==> src/rtl/motor_ctrl_pkg.sv <==
// motor_ctrl_pkg: shared motor-control defaults, FSM state type and duty helper
package motor_ctrl_pkg;

    localparam int DEF_PERIOD      = 5000;
    localparam int DEF_DUTY_MAX    = 4000;
    localparam int DEF_DEAD_CYCLES = 200;

    typedef enum logic [1:0] {IDLE, RUN, DEADTIME, RESYNC} motor_state_t;

    // 17-bit magnitude so that -32768 maps to 32768 without overflow
    function automatic logic [16:0] cmd_abs(input logic signed [15:0] c);
        logic signed [16:0] e;
        e = {c[15], c};
        return e[16] ? -e : e;
    endfunction

endpackage

==> src/rtl/pwm_hbridge_driver_if.sv <==
// pwm_hbridge_driver_if: command and gate-drive signals of the H-bridge PWM driver
interface pwm_hbridge_driver_if;
    logic               enable;
    logic signed [15:0] control_signal;
    logic               pwm_out;
    logic               dir_out;
    logic               period_start;
    logic               deadtime_active;

    modport master (
        output enable, control_signal,
        input  pwm_out, dir_out, period_start, deadtime_active
    );

    modport slave (
        input  enable, control_signal,
        output pwm_out, dir_out, period_start, deadtime_active
    );
endinterface

==> src/rtl/pwm_period_counter.sv <==
// pwm_period_counter: free-running 0..PERIOD-1 counter with wrap flag and registered period_start
module pwm_period_counter #(
    parameter int PERIOD = 5000,
    parameter int CW     = $clog2(PERIOD)
) (
    input  logic          clk,
    input  logic          reset_n,
    output logic [CW-1:0] cnt,
    output logic          wrap,
    output logic          period_start
);

    assign wrap = cnt == CW'(PERIOD - 1);

    always_ff @(posedge clk) begin
        if (!reset_n) begin
            cnt          <= '0;
            period_start <= 1'b0;
        end else begin
            cnt          <= wrap ? '0 : cnt + 1'b1;
            period_start <= cnt == '0;
        end
    end

endmodule

==> src/rtl/pwm_hbridge_driver.sv <==
// pwm_hbridge_driver: sign/magnitude PWM for an H-bridge with dead-time on direction reversal
module pwm_hbridge_driver
    import motor_ctrl_pkg::*;
#(
    parameter int PERIOD      = DEF_PERIOD,
    parameter int DUTY_MAX    = DEF_DUTY_MAX,
    parameter int DEAD_CYCLES = DEF_DEAD_CYCLES
) (
    input  logic clk,
    input  logic reset_n,
    pwm_hbridge_driver_if.slave bus
);

    localparam int CW  = $clog2(PERIOD);
    localparam int DTW = $clog2(DEAD_CYCLES + 1);

    motor_state_t   state, next;
    logic [CW-1:0]  cnt;
    logic           wrap;
    logic [16:0]    cmd_mag;
    logic [15:0]    sample_duty;
    logic [15:0]    duty;
    logic [DTW-1:0] dt_cnt;
    logic           dt_done;
    logic           req_dir;
    logic           reversal;
    logic           pwm;
    logic           dir;

    pwm_period_counter #(.PERIOD(PERIOD), .CW(CW)) u_counter (
        .clk          (clk),
        .reset_n      (reset_n),
        .cnt          (cnt),
        .wrap         (wrap),
        .period_start (bus.period_start)
    );

    assign cmd_mag     = cmd_abs(bus.control_signal);
    assign sample_duty = cmd_mag > 17'(DUTY_MAX) ? 16'(DUTY_MAX) : cmd_mag[15:0];
    assign req_dir     = !bus.control_signal[15];
    assign reversal    = (bus.control_signal != '0) && (req_dir != dir);
    assign dt_done     = dt_cnt == DTW'(DEAD_CYCLES - 1);

    // A reversal is also checked when leaving IDLE so the bridge never drives the stale direction
    always_comb begin
        next = state;
        case (state)
            IDLE, RESYNC: next = wrap ? (reversal ? DEADTIME : RUN) : state;
            RUN:          next = (wrap && reversal) ? DEADTIME : RUN;
            DEADTIME:     next = dt_done ? RESYNC : DEADTIME;
            default:      next = IDLE;
        endcase
        if (!bus.enable) next = IDLE;
    end

    // The shadow sample is taken on the wrap cycle and becomes the active duty at that same edge
    always_ff @(posedge clk) begin
        if (!reset_n) begin
            state  <= IDLE;
            duty   <= '0;
            dt_cnt <= '0;
            pwm    <= 1'b0;
            dir    <= 1'b1;
        end else begin
            state  <= next;
            duty   <= wrap ? sample_duty : duty;
            dt_cnt <= state == DEADTIME ? dt_cnt + 1'b1 : '0;
            pwm    <= bus.enable && state == RUN && 32'(cnt) < 32'(duty);
            dir    <= (state == DEADTIME && next == RESYNC) ? !dir : dir;
        end
    end

    assign bus.pwm_out         = pwm;
    assign bus.dir_out         = dir;
    assign bus.deadtime_active = state == DEADTIME;

endmodule

==> src/flat_wrapper.sv <==
// flat-port wrapper written by rule: the top's interface ports become plain ports
module pwm_hbridge_driver_flat import motor_ctrl_pkg::*;
#(
    parameter int PERIOD      = DEF_PERIOD,
    parameter int DUTY_MAX    = DEF_DUTY_MAX,
    parameter int DEAD_CYCLES = DEF_DEAD_CYCLES
)
  (clk, reset_n, bus_enable, bus_control_signal, bus_pwm_out, bus_dir_out, bus_period_start, bus_deadtime_active);
  pwm_hbridge_driver_if bus_i ();
  input  logic clk;
  input  logic reset_n;
  input wire logic [$bits(bus_i.enable)-1:0] bus_enable;
  input wire logic [$bits(bus_i.control_signal)-1:0] bus_control_signal;
  output wire logic [$bits(bus_i.pwm_out)-1:0] bus_pwm_out;
  output wire logic [$bits(bus_i.dir_out)-1:0] bus_dir_out;
  output wire logic [$bits(bus_i.period_start)-1:0] bus_period_start;
  output wire logic [$bits(bus_i.deadtime_active)-1:0] bus_deadtime_active;
  assign bus_i.enable = bus_enable;
  assign bus_i.control_signal = bus_control_signal;
  assign bus_pwm_out = bus_i.pwm_out;
  assign bus_dir_out = bus_i.dir_out;
  assign bus_period_start = bus_i.period_start;
  assign bus_deadtime_active = bus_i.deadtime_active;
  pwm_hbridge_driver #(.PERIOD(PERIOD), .DUTY_MAX(DUTY_MAX), .DEAD_CYCLES(DEAD_CYCLES)) u_core (.clk(clk), .reset_n(reset_n), .bus(bus_i));
endmodule
==> config.mk <==
export PLATFORM = sky130hd
export DESIGN_NAME = pwm_hbridge_driver_flat
export DESIGN_NICKNAME = d
export VERILOG_FILES = /design/src/rtl/motor_ctrl_pkg.sv /design/src/rtl/pwm_hbridge_driver_if.sv /design/src/rtl/pwm_period_counter.sv /design/src/rtl/pwm_hbridge_driver.sv /design/src/flat_wrapper.sv
export SDC_FILE = /design/constraint.sdc
export NUM_CORES = 1
export LEC_CHECK = 0
export BUFFER_PORTS_ARGS = -buffer_cell sky130_fd_sc_hd__buf_2
export CAP_MARGIN = 20
export CORE_ASPECT_RATIO = 0.5
export CORE_MARGIN = 1.5
export CORE_UTILIZATION = 50
export DETAILED_ROUTE_END_ITERATION = 8
export GPL_TIMING_DRIVEN = 0
export PLACE_DENSITY = 0.69
export RECOVER_POWER = 100
export SKIP_CTS_REPAIR_TIMING = 1
export SYNTH_ARGS = -nofsm -noshare
export SYNTH_HDL_FRONTEND = slang
export SYNTH_SLANG_ARGS = --single-unit
==> constraint.sdc <==
create_clock -name clk -period 3.5 [get_ports clk]
set_input_delay 0.7 -clock clk [delete_from_list [all_inputs] [get_ports clk]]
set_output_delay 0.7 -clock clk [all_outputs]
set_load 0.05 [all_outputs]
==> results_dict.tcl, run 1 <==
set metrics [dict create \
    status "completed" \
    end_kind "flop" \
    ys_warn_count 0 \
    required_ns 3.66 \
    cap_violations 0 \
    crit_family "simple AND/OR/NAND/NOR gates" \
    clockBufferDepth 2 \
    grt_overflow 0 \
    synth_area_leader_cell "dfxtp_1" \
    ys_ff_latch 42 \
    hold_end "u_core.dt_cnt[0]" \
    grt_start_max_net_pins 13 \
    crit_buf_inv 1 \
    clk_pin_slew_ns 0.08 \
    r2r_cells 6 \
    cts_tree "yes" \
    power.leakage_nw 1.078 \
    io_buffers 20 \
    critical_path_class "input pin to flop" \
    fin_skew_ns 0.006886 \
    fmax_mhz 319.5 \
    hold_viol_final 0 \
    async_flop_share 0 \
    die_width_um 102.2 \
    cp_slowest_cell "nor4_1" \
    die-area_um2 5375 \
    p_per_area_nw_per_um2 328.8 \
    worstPathMaxFanout 5 \
    grt_pass1_vias 1946 \
    synth.most_common_cell "dfxtp_1" \
    core_um2 4552 \
    total_power_uw 885.0 \
    path_cells "clkbuf_1 -> nor4_1 -> a41oi_1 -> xnor2_1 -> or4_1 -> a211oi_1 -> o32ai_1" \
    syn_area_um2 2460 \
    final_nets 359 \
    antenna_found_initial 0 \
    place_congestion 0.8361 \
    vdd_drop_max_uv 161.4 \
    vias_per_cell 5.469 \
    post-route-drc-count 0 \
    reg2reg_to "u_core.u_counter.cnt[10]" \
    via_count 2122 \
    synth-edff-count 0 \
    max_slew_margin 0.4471 \
    area_delta_synth_final_pct 9.410 \
    clk-insertion-delay-late_ns 0.30 \
    setup_tns_ns 0 \
    syn_nets 332 \
    ff2ff_setup_slack_ns 0.54 \
    wl_per_cell_um 13.59 \
    dp_hpwl_um 4090 \
    synthDistinctLibCells 45 \
    synth_top_area_share 0.3418 \
    stdcell_count 388 \
    regArea_um2 840.8 \
    syn_inst 295 \
    cts_root_buffer "clkbuf_8" \
    rows 17 \
    r2r-start "u_core.u_counter.cnt[10]" \
    fin_util 0.5913 \
    ant_nets 0 \
    critPathMaxStageDelay_ns 0.69 \
    critPathArrivalTime_ns 3.29 \
    slew_violations 0 \
    fill_cells 446 \
    preCtsSetupSlack_ns 0.3082 \
    cts_max_level 2 \
    period_needed_ns 3.130 \
    post-route-period-util 0.8944 \
    drive_gt1_frac 0.08075 \
    multi_input_area_um2 1476 \
    synth-main-ff-cell "dfxtp_1" \
    first_iter_violations 44 \
    rsz0062_at_grt "no" \
    routed_wl_um 5274 \
    clock_sinks 42 \
    dp.cells 381 \
    die_h_um 52.60 \
    grt_usage 0.2186 \
    tightest_slew_ns 0.8217 \
    hold_path.class "flop to flop" \
    min_path_cells 1 \
    hp-start "u_core.dt_cnt[0]" \
    synth.avg_cell_area_um2 8.339 \
    boundaryPins 23 \
    insertedDiodeCount 0 \
    yosysSeqAreaShare 0.3418 \
    synthTopCellsByCount "dfxtp_1, nor2_1, inv_1, nand2_1, ha_1" \
    setup_ws_ns 0.3696 \
    synth_area_leaders "dfxtp_1, ha_1, xnor2_1, xor2_1, nor2_1" \
    startpoint_type "input pin" \
    numCtsBuffers 5 \
    start_util 0.5404 \
    firstDrtPassIters 4 \
    grt_pass1_wl_um 8914 \
    setup_viol 0 \
]
## report_power, final
part,switching (mW),internal (mW)
clock,0.166,0.134
combinational,0.0590,0.0395
sequential,0.00530,0.482
total,0.230,0.655
## cell usage in the layout, fill, tap and decap left out, drive strengths merged, types with 6 or more instances in the layout
cell / Yosys / final
nand3: 11 / 11
or4: 6 / 6
o21ai: 13 / 13
and2: 6 / 6
a21oi: 14 / 14
and3: 7 / 7
xor2: 14 / 14
nand2: 20 / 20
dfxtp: 42 / 42
nor3: 8 / 8
nor2: 27 / 27
inv: 23 / 23
a21o: 6 / 6
xnor2: 14 / 14
nand2b: 6 / 6
ha: 18 / 18
buf: 1 / 14
clkbuf: 8 / 20
## per-layer routing
| layer | GRT usage | routed length (µm) | vias up |
|---|---|---|---|
| met5 | 0 | 0 | - |
| met4 | 0.06393 | 25 | 0 |
| met3 | 0.06400 | 227 | 4 |
| met2 | 0.3455 | 2243 | 41 |
| met1 | 0.2911 | 2778 | 976 |
| li1 | - | - | 1101 |
## state kept, by name, summed over array words and instances, names as in the netlist
signal,count
u_core.u_counter.period_start,1
u_core.bus.pwm_out,1
u_core.duty,16
u_core.state,2
u_core.dt_cnt,8
u_core.bus.dir_out,1
u_core.u_counter.cnt,13
## metrics by stage
| step | hold WS (ns) | area, µm² |
|---|---|---|
| after floorplan | 0.4132 | 2460 |
| after global placement | 0.4260 | 2643 |
| after detailed placement | 0.4413 | 2643 |
| after CTS | 0.4523 | 2721 |
| after global routing | 0.4747 | 2691 |
| final | 0.4458 | 2691 |
## worst max path at each step
stage                          start                  to  slack [ns]  cells past startpoint
2_1_floorplan  bus_control_signal[6]  u_core.bus.dir_out        0.80                      6
3_3_place_gp   bus_control_signal[6]      u_core.duty[4]        0.35                      7
3_5_place_dp   bus_control_signal[6]      u_core.duty[1]        0.31                      7
4_1_cts        bus_control_signal[6]      u_core.duty[1]        0.63                      7
5_1_grt        bus_control_signal[6]      u_core.duty[2]        0.22                      7
6_report       bus_control_signal[6]      u_core.duty[1]        0.37                      7
## kinds of logic after synthesis
kind of cell	Yosys count	synth area share
buffers and inverters	32	0.04984
XOR/XNOR	28	0.09970
flip-flops	42	0.3418
AND/OR/NAND/NOR	112	0.2365
AO/OA/AOI/OAI	61	0.1724
multiplexers	2	0.008139
adder cells (fa/ha/maj)	18	0.09156
## layout make-up
class	instances	share of cell area
Tap cell	66	0.03068
Inverter	23	0.03208
Clock inverter	2	0.003719
Clock buffer	5	0.02557
Sequential cell	42	0.3124
Timing Repair Buffer	20	0.03440
Multi-Input combinational cell	221	0.5486
Buffer	9	0.01255
## worst register-to-register path: cells and delay by family, from the launching register on
kind / cells / cell delay [ns]
buffers and inverters: 2 / 0.77
DFF: 1 / 0.35
and+or+nand+nor: 4 / 1.72
No activity file was read; power rests on OpenSTA's default activity.
==> run 2: changes to the inputs <==
--- a/config.mk
+++ b/config.mk
@@ -5,15 +5,13 @@
 export SDC_FILE = /design/constraint.sdc
 export NUM_CORES = 1
 export LEC_CHECK = 0
-export BUFFER_PORTS_ARGS = -buffer_cell sky130_fd_sc_hd__buf_2
 export CAP_MARGIN = 20
 export CORE_ASPECT_RATIO = 0.5
 export CORE_MARGIN = 1.5
 export CORE_UTILIZATION = 50
 export DETAILED_ROUTE_END_ITERATION = 8
+export DONT_BUFFER_PORTS = 1
 export GPL_TIMING_DRIVEN = 0
-export PLACE_DENSITY = 0.69
-export RECOVER_POWER = 100
 export SKIP_CTS_REPAIR_TIMING = 1
 export SYNTH_ARGS = -nofsm -noshare
 export SYNTH_HDL_FRONTEND = slang
==> run 2 against run 1 <==
Against the previous run:
- clock power up 27%
- cell area down 1.4%
- setup slack better by 0.34 ns
- maximum frequency up 12%
- largest cell class unchanged
- largest power group unchanged
- highest routed layer unchanged
==> results_dict.tcl, run 2 (synthesized netlist as in run 1, its figures left out) <==
set metrics [dict create \
    total_power_uw 950.9 \
    cap_violations 0 \
    fill_cells 427 \
    hold_ws_ns 0.4505 \
    clockBufferDepth 2 \
    rsz0062_at_grt "no" \
    hold_path.class "flop to flop" \
    vdd_drop_max_uv 142.3 \
    end_kind "flop" \
    firstDrtPassIters 4 \
    boundaryPins 23 \
    multi_input_area_um2 1496 \
    clk-insertion-delay-late_ns 0.29 \
    rows 17 \
    grt_usage 0.2151 \
    grt_overflow 0 \
    fin_skew_ns 0.003516 \
    reg_top3 "u_core.duty: 16 flops, u_core.u_counter.cnt: 13 flops, u_core.dt_cnt: 8 flops" \
    power.leakage_nw 1.047 \
    fmax_mhz 359.0 \
    critPathArrivalTime_ns 3.01 \
    wl_per_cell_um 14.16 \
    tightest_slew_ns 0.8844 \
    routed_wl_um 5225 \
    preCtsSetupSlack_ns 0.4511 \
    worstPathMaxFanout 10 \
    setup_tns_ns 0 \
    numCtsBuffers 5 \
    cts_root_buffer "clkbuf_8" \
    dp_hpwl_um 4054 \
    ant_nets 0 \
    insertedDiodeCount 0 \
    start_util 0.5404 \
    cts_tree "yes" \
    grt_pass1_vias 1864 \
    die_width_um 102.2 \
    max_slew_margin 0.4050 \
    grt_pass1_wl_um 8687 \
    drive_gt1_frac 0.05611 \
    cts_max_level 2 \
    clock_sinks 42 \
    setup_viol 0 \
    die_h_um 52.60 \
    critical_path_class "flop to flop" \
    die-area_um2 5375 \
    grt_start_max_net_pins 14 \
    clk_pin_slew_ns 0.08 \
    regArea_um2 840.8 \
    antenna_found_initial 0 \
    final_common_cell "dfxtp_1" \
    placed_area_um2 2542 \
    io_buffers 0 \
    largest_register_ffs 16 \
    final_nets 339 \
    post-route-period-util 0.7959 \
    period_needed_ns 2.786 \
    place_congestion 0.7790 \
    p_per_area_nw_per_um2 358.5 \
    first_iter_violations 55 \
    core_um2 4552 \
    vias_per_cell 5.501 \
    hold_viol_final 0 \
    post-route-drc-count 0 \
    layout_common_cells "dfxtp_1, nor2_1, inv_1" \
    status "completed" \
    finalInstanceArea_um2 2653 \
    required_ns 3.72 \
    via_count 2030 \
    slew_violations 0 \
    area_delta_synth_final_pct 7.833 \
    setup_ws_ns 0.7144 \
    top_register "u_core.duty" \
    startpoint_type "flop" \
]
-- run 2: power by group --
part	internal (mW)	switching (mW)	total [mW]
clock network	0.213	0.169	0.382
registers	0.481	0.00986	0.491
logic	0.0339	0.0434	0.0773
-- run 2: layout make-up --
type,count,area share
Inverter,23,0.03255
Buffer,9,0.01368
Clock inverter,2,0.01415
Tap cell,66,0.03113
Multi-Input combinational cell,221,0.5642
Clock buffer,6,0.02736
Sequential cell,42,0.3170
-- run 2: stage by stage --
stage	utilization	std cells
2_1_floorplan	-	295
3_3_place_gp	0.5585	361
6_report	0.5827	369
4_1_cts	0.5827	369
3_5_place_dp	0.5585	361
5_1_grt	0.5827	369
-- run 2: final timing paths --
path                                          to  slack, ns  depth (start not counted)                      from
worst max-delay path              u_core.duty[6]       0.71                          6  u_core.u_counter.cnt[10]
worst min-delay path            u_core.dt_cnt[0]       0.45                          1          u_core.dt_cnt[0]
worst max register to register    u_core.duty[6]       0.71                          6  u_core.u_counter.cnt[10]
worst min register to register  u_core.dt_cnt[0]       0.45                          1          u_core.dt_cnt[0]
-- run 2: worst max-delay path, stage by stage, from the launching register on --
cell and delay (ns):
dfxtp_1 0.34, or4_1 0.55, nor4_1 0.78, clkbuf_2 0.34, o211ai_1 0.30, nor3b_1 0.27, o2bb2ai_1 0.13
-- run 2: per-layer routing --
layer / up-vias / wire, µm / global-route usage / part of all wire
met5: - / 0 / 0 / 0
met4: 0 / 22 / 0.04795 / 0.0042
met3: 2 / 228 / 0.05467 / 0.044
met2: 42 / 2188 / 0.3444 / 0.42
met1: 925 / 2785 / 0.2932 / 0.53
li1: 1061 / - / - / -
==> run 3: changes to the inputs <==
--- a/config.mk
+++ b/config.mk
@@ -5,6 +5,7 @@
 export SDC_FILE = /design/constraint.sdc
 export NUM_CORES = 1
 export LEC_CHECK = 0
+export ABC_AREA = 1
 export CAP_MARGIN = 20
 export CORE_ASPECT_RATIO = 0.5
 export CORE_MARGIN = 1.5
@@ -12,6 +13,7 @@
 export DETAILED_ROUTE_END_ITERATION = 8
 export DONT_BUFFER_PORTS = 1
 export GPL_TIMING_DRIVEN = 0
+export PLACE_DENSITY = 0.68
 export SKIP_CTS_REPAIR_TIMING = 1
 export SYNTH_ARGS = -nofsm -noshare
 export SYNTH_HDL_FRONTEND = slang
==> constraint.sdc (replaced) <==
create_clock -name clk -period 2.5 [get_ports clk]
set_input_delay 0.5 -clock clk [delete_from_list [all_inputs] [get_ports clk]]
set_output_delay 0.5 -clock clk [all_outputs]
set_load 0.05 [all_outputs]
==> run 3 against run 2 <==
Against the previous run:
- setup slack got worse by 0.0051 ns
- maximum frequency grew 56%
- total power grew 30%
- critical path depth is 4 higher
==> results_dict.tcl, run 3 <==
set metrics [dict create \
    numCtsBuffers 5 \
    end_kind "flop" \
    synth_top_area_share 0.3104 \
    crit_top_cell "nand2_1" \
    fin_util 0.5689 \
    routed_wl_um 5603 \
    grt_pass1_vias 2167 \
    path_cells "nand2_1 -> inv_2 -> nand3_1 -> nand3b_2 -> a31oi_1 -> nand2_1 -> nand2_1 -> nand2_1 -> nand2_1 -> nand3_1" \
    async_flop_share 0 \
    largest_register_ffs 16 \
    vias_per_cell 5.143 \
    antenna_found_initial 0 \
    layout_common_cells "nand2_1, inv_1, nor2_1" \
    start_util 0.5346 \
    clockBufferDepth 2 \
    cp_slowest_cell "dfxtp_1" \
    ant_nets 0 \
    firstDrtPassIters 4 \
    post-route-period-util 0.7163 \
    rows 18 \
    grt_usage 0.2069 \
    required_ns 2.68 \
    ys_warn_count 0 \
    top_register "u_core.duty" \
    ys_ff_latch 42 \
    power.leakage_nw 1.248 \
    preCtsSetupSlack_ns 0.4861 \
    status "completed" \
    rsz0062_at_grt "no" \
    synth-edff-count 0 \
    insertedDiodeCount 0 \
    setup_viol 0 \
    fin_skew_ns 0.01029 \
    syn_area_um2 2709 \
    cap_violations 0 \
    critPathMaxStageDelay_ns 0.47 \
    hold_viol_final 0 \
    grt_start_max_net_pins 14 \
    worstPathMaxFanout 10 \
    multi_input_area_um2 1550 \
    synthTopCellsByCount "nand2_1, inv_1, nor2_1, dfxtp_1, nand3_1" \
    drive_gt1_frac 0.07857 \
    fill_cells 519 \
    final_nets 456 \
    reg_top3 "u_core.duty: 16 flops, u_core.u_counter.cnt: 13 flops, u_core.dt_cnt: 8 flops" \
    vdd_drop_max_uv 224.6 \
    die_width_um 107.1 \
    critPathArrivalTime_ns 1.97 \
    synthDistinctLibCells 32 \
    syn_nets 449 \
    r2r-start "u_core.u_counter.cnt[9]" \
    via_count 2520 \
    hp-start "reset_n" \
    dp_hpwl_um 4452 \
    clock_sinks 42 \
    synth.avg_cell_area_um2 6.575 \
    synth.most_common_cell "nand2_1" \
    yosysSeqAreaShare 0.3104 \
    die_h_um 55.05 \
    period_needed_ns 1.791 \
    area_delta_synth_final_pct 6.420 \
    startpoint_type "flop" \
    die-area_um2 5895 \
    cts_root_buffer "clkbuf_8" \
    regArea_um2 840.8 \
    critical_path_class "flop to flop" \
    boundaryPins 23 \
    post-route-drc-count 0 \
    wl_per_cell_um 11.43 \
    grt_pass1_wl_um 9597 \
    slew_violations 0 \
    syn_inst 412 \
    fmax_mhz 558.4 \
    core_um2 5067 \
    synth_area_leaders "dfxtp_1, nand2_1, inv_1, ha_1, nor2_1" \
    setup_tns_ns 0 \
    grt_overflow 0 \
    io_buffers 0 \
    final_common_cell "nand2_1" \
    first_iter_violations 111 \
    clk_pin_slew_ns 0.08 \
    tightest_slew_ns 0.6258 \
    place_congestion 0.8479 \
    hold_path.class "input pin to flop" \
    startpoint "u_core.u_counter.cnt[9]" \
    clk-insertion-delay-late_ns 0.29 \
    synth-main-ff-cell "dfxtp_1" \
    p_per_area_nw_per_um2 428.6 \
    cts_tree "yes" \
    synth_area_leader_cell "dfxtp_1" \
    setup_ws_ns 0.7093 \
    max_slew_margin 0.5828 \
    cts_max_level 2 \
]
[run 3: logic make-up (layout without fill, tap and decap cells)]
kind of cell             after synthesis  in the layout  share of synthesized area
AND/OR/NAND/NOR                      216            216                     0.3695
buffers and inverters                 79             87                     0.1173
AO/OA/AOI/OAI                         51             51                     0.1002
flip-flops                            42             42                     0.3104
adder cells (fa/ha/maj)               18             18                    0.08314
XOR/XNOR                               6              6                    0.01940
[run 3: worst max-delay path, delay by kind of cell (launching register included)]
family,cells,cell delay [ns]
AOI/OAI and AO/OA,1,0.25
and+or+nand+nor,8,0.87
DFF,1,0.47
buffers and inverters,1,0.09
[run 3: power by group]
group	switching [mW]	leakage, nW	internal [mW]
sequential	0.0103	0.339	0.674
clock	0.236	0.0452	0.197
combinational	0.0754	0.864	0.0432
[run 3: final timing paths]
check	end	slack [ns]	cells past startpoint
worst max register to register	u_core.bus.dir_out	0.71	10
worst min register to register	u_core.duty[15]	0.43	2
worst min-delay path	u_core.bus.dir_out	0.30	1
worst max-delay path	u_core.bus.dir_out	0.71	10
[run 3: per-stage QoR]
| stage | cell area [µm²] | power [mW] | hold slack (ns) | instances |
|---|---|---|---|---|
| 2_1_floorplan | 2709 | 0.7967 | 0.4080 | 412 |
| 3_3_place_gp | 2796 | 0.8155 | 0.4145 | 482 |
| 3_5_place_dp | 2796 | 0.8187 | 0.4219 | 482 |
| 4_1_cts | 2883 | 1.243 | 0.2959 | 490 |
| 5_1_grt | 2883 | 1.292 | 0.2891 | 490 |
| 6_report | 2883 | 1.236 | 0.2982 | 490 |
[run 3: final cells by class]
cell class	count	area share
plain buffers	7	0.01649
flip-flops and latches	42	0.2917
clock inverters	2	0.004774
multi-input cells	291	0.5378
clock buffers	6	0.02517
inverters	72	0.09375
well taps	70	0.03038
[run 3: metal layers]
metal	vias up	track usage	part of all wire
li1	1337	-	-
met1	1135	0.2936	0.54
met2	43	0.3291	0.41
met3	5	0.03396	0.040
met4	0	0.05778	0.0073
met5	-	0	0
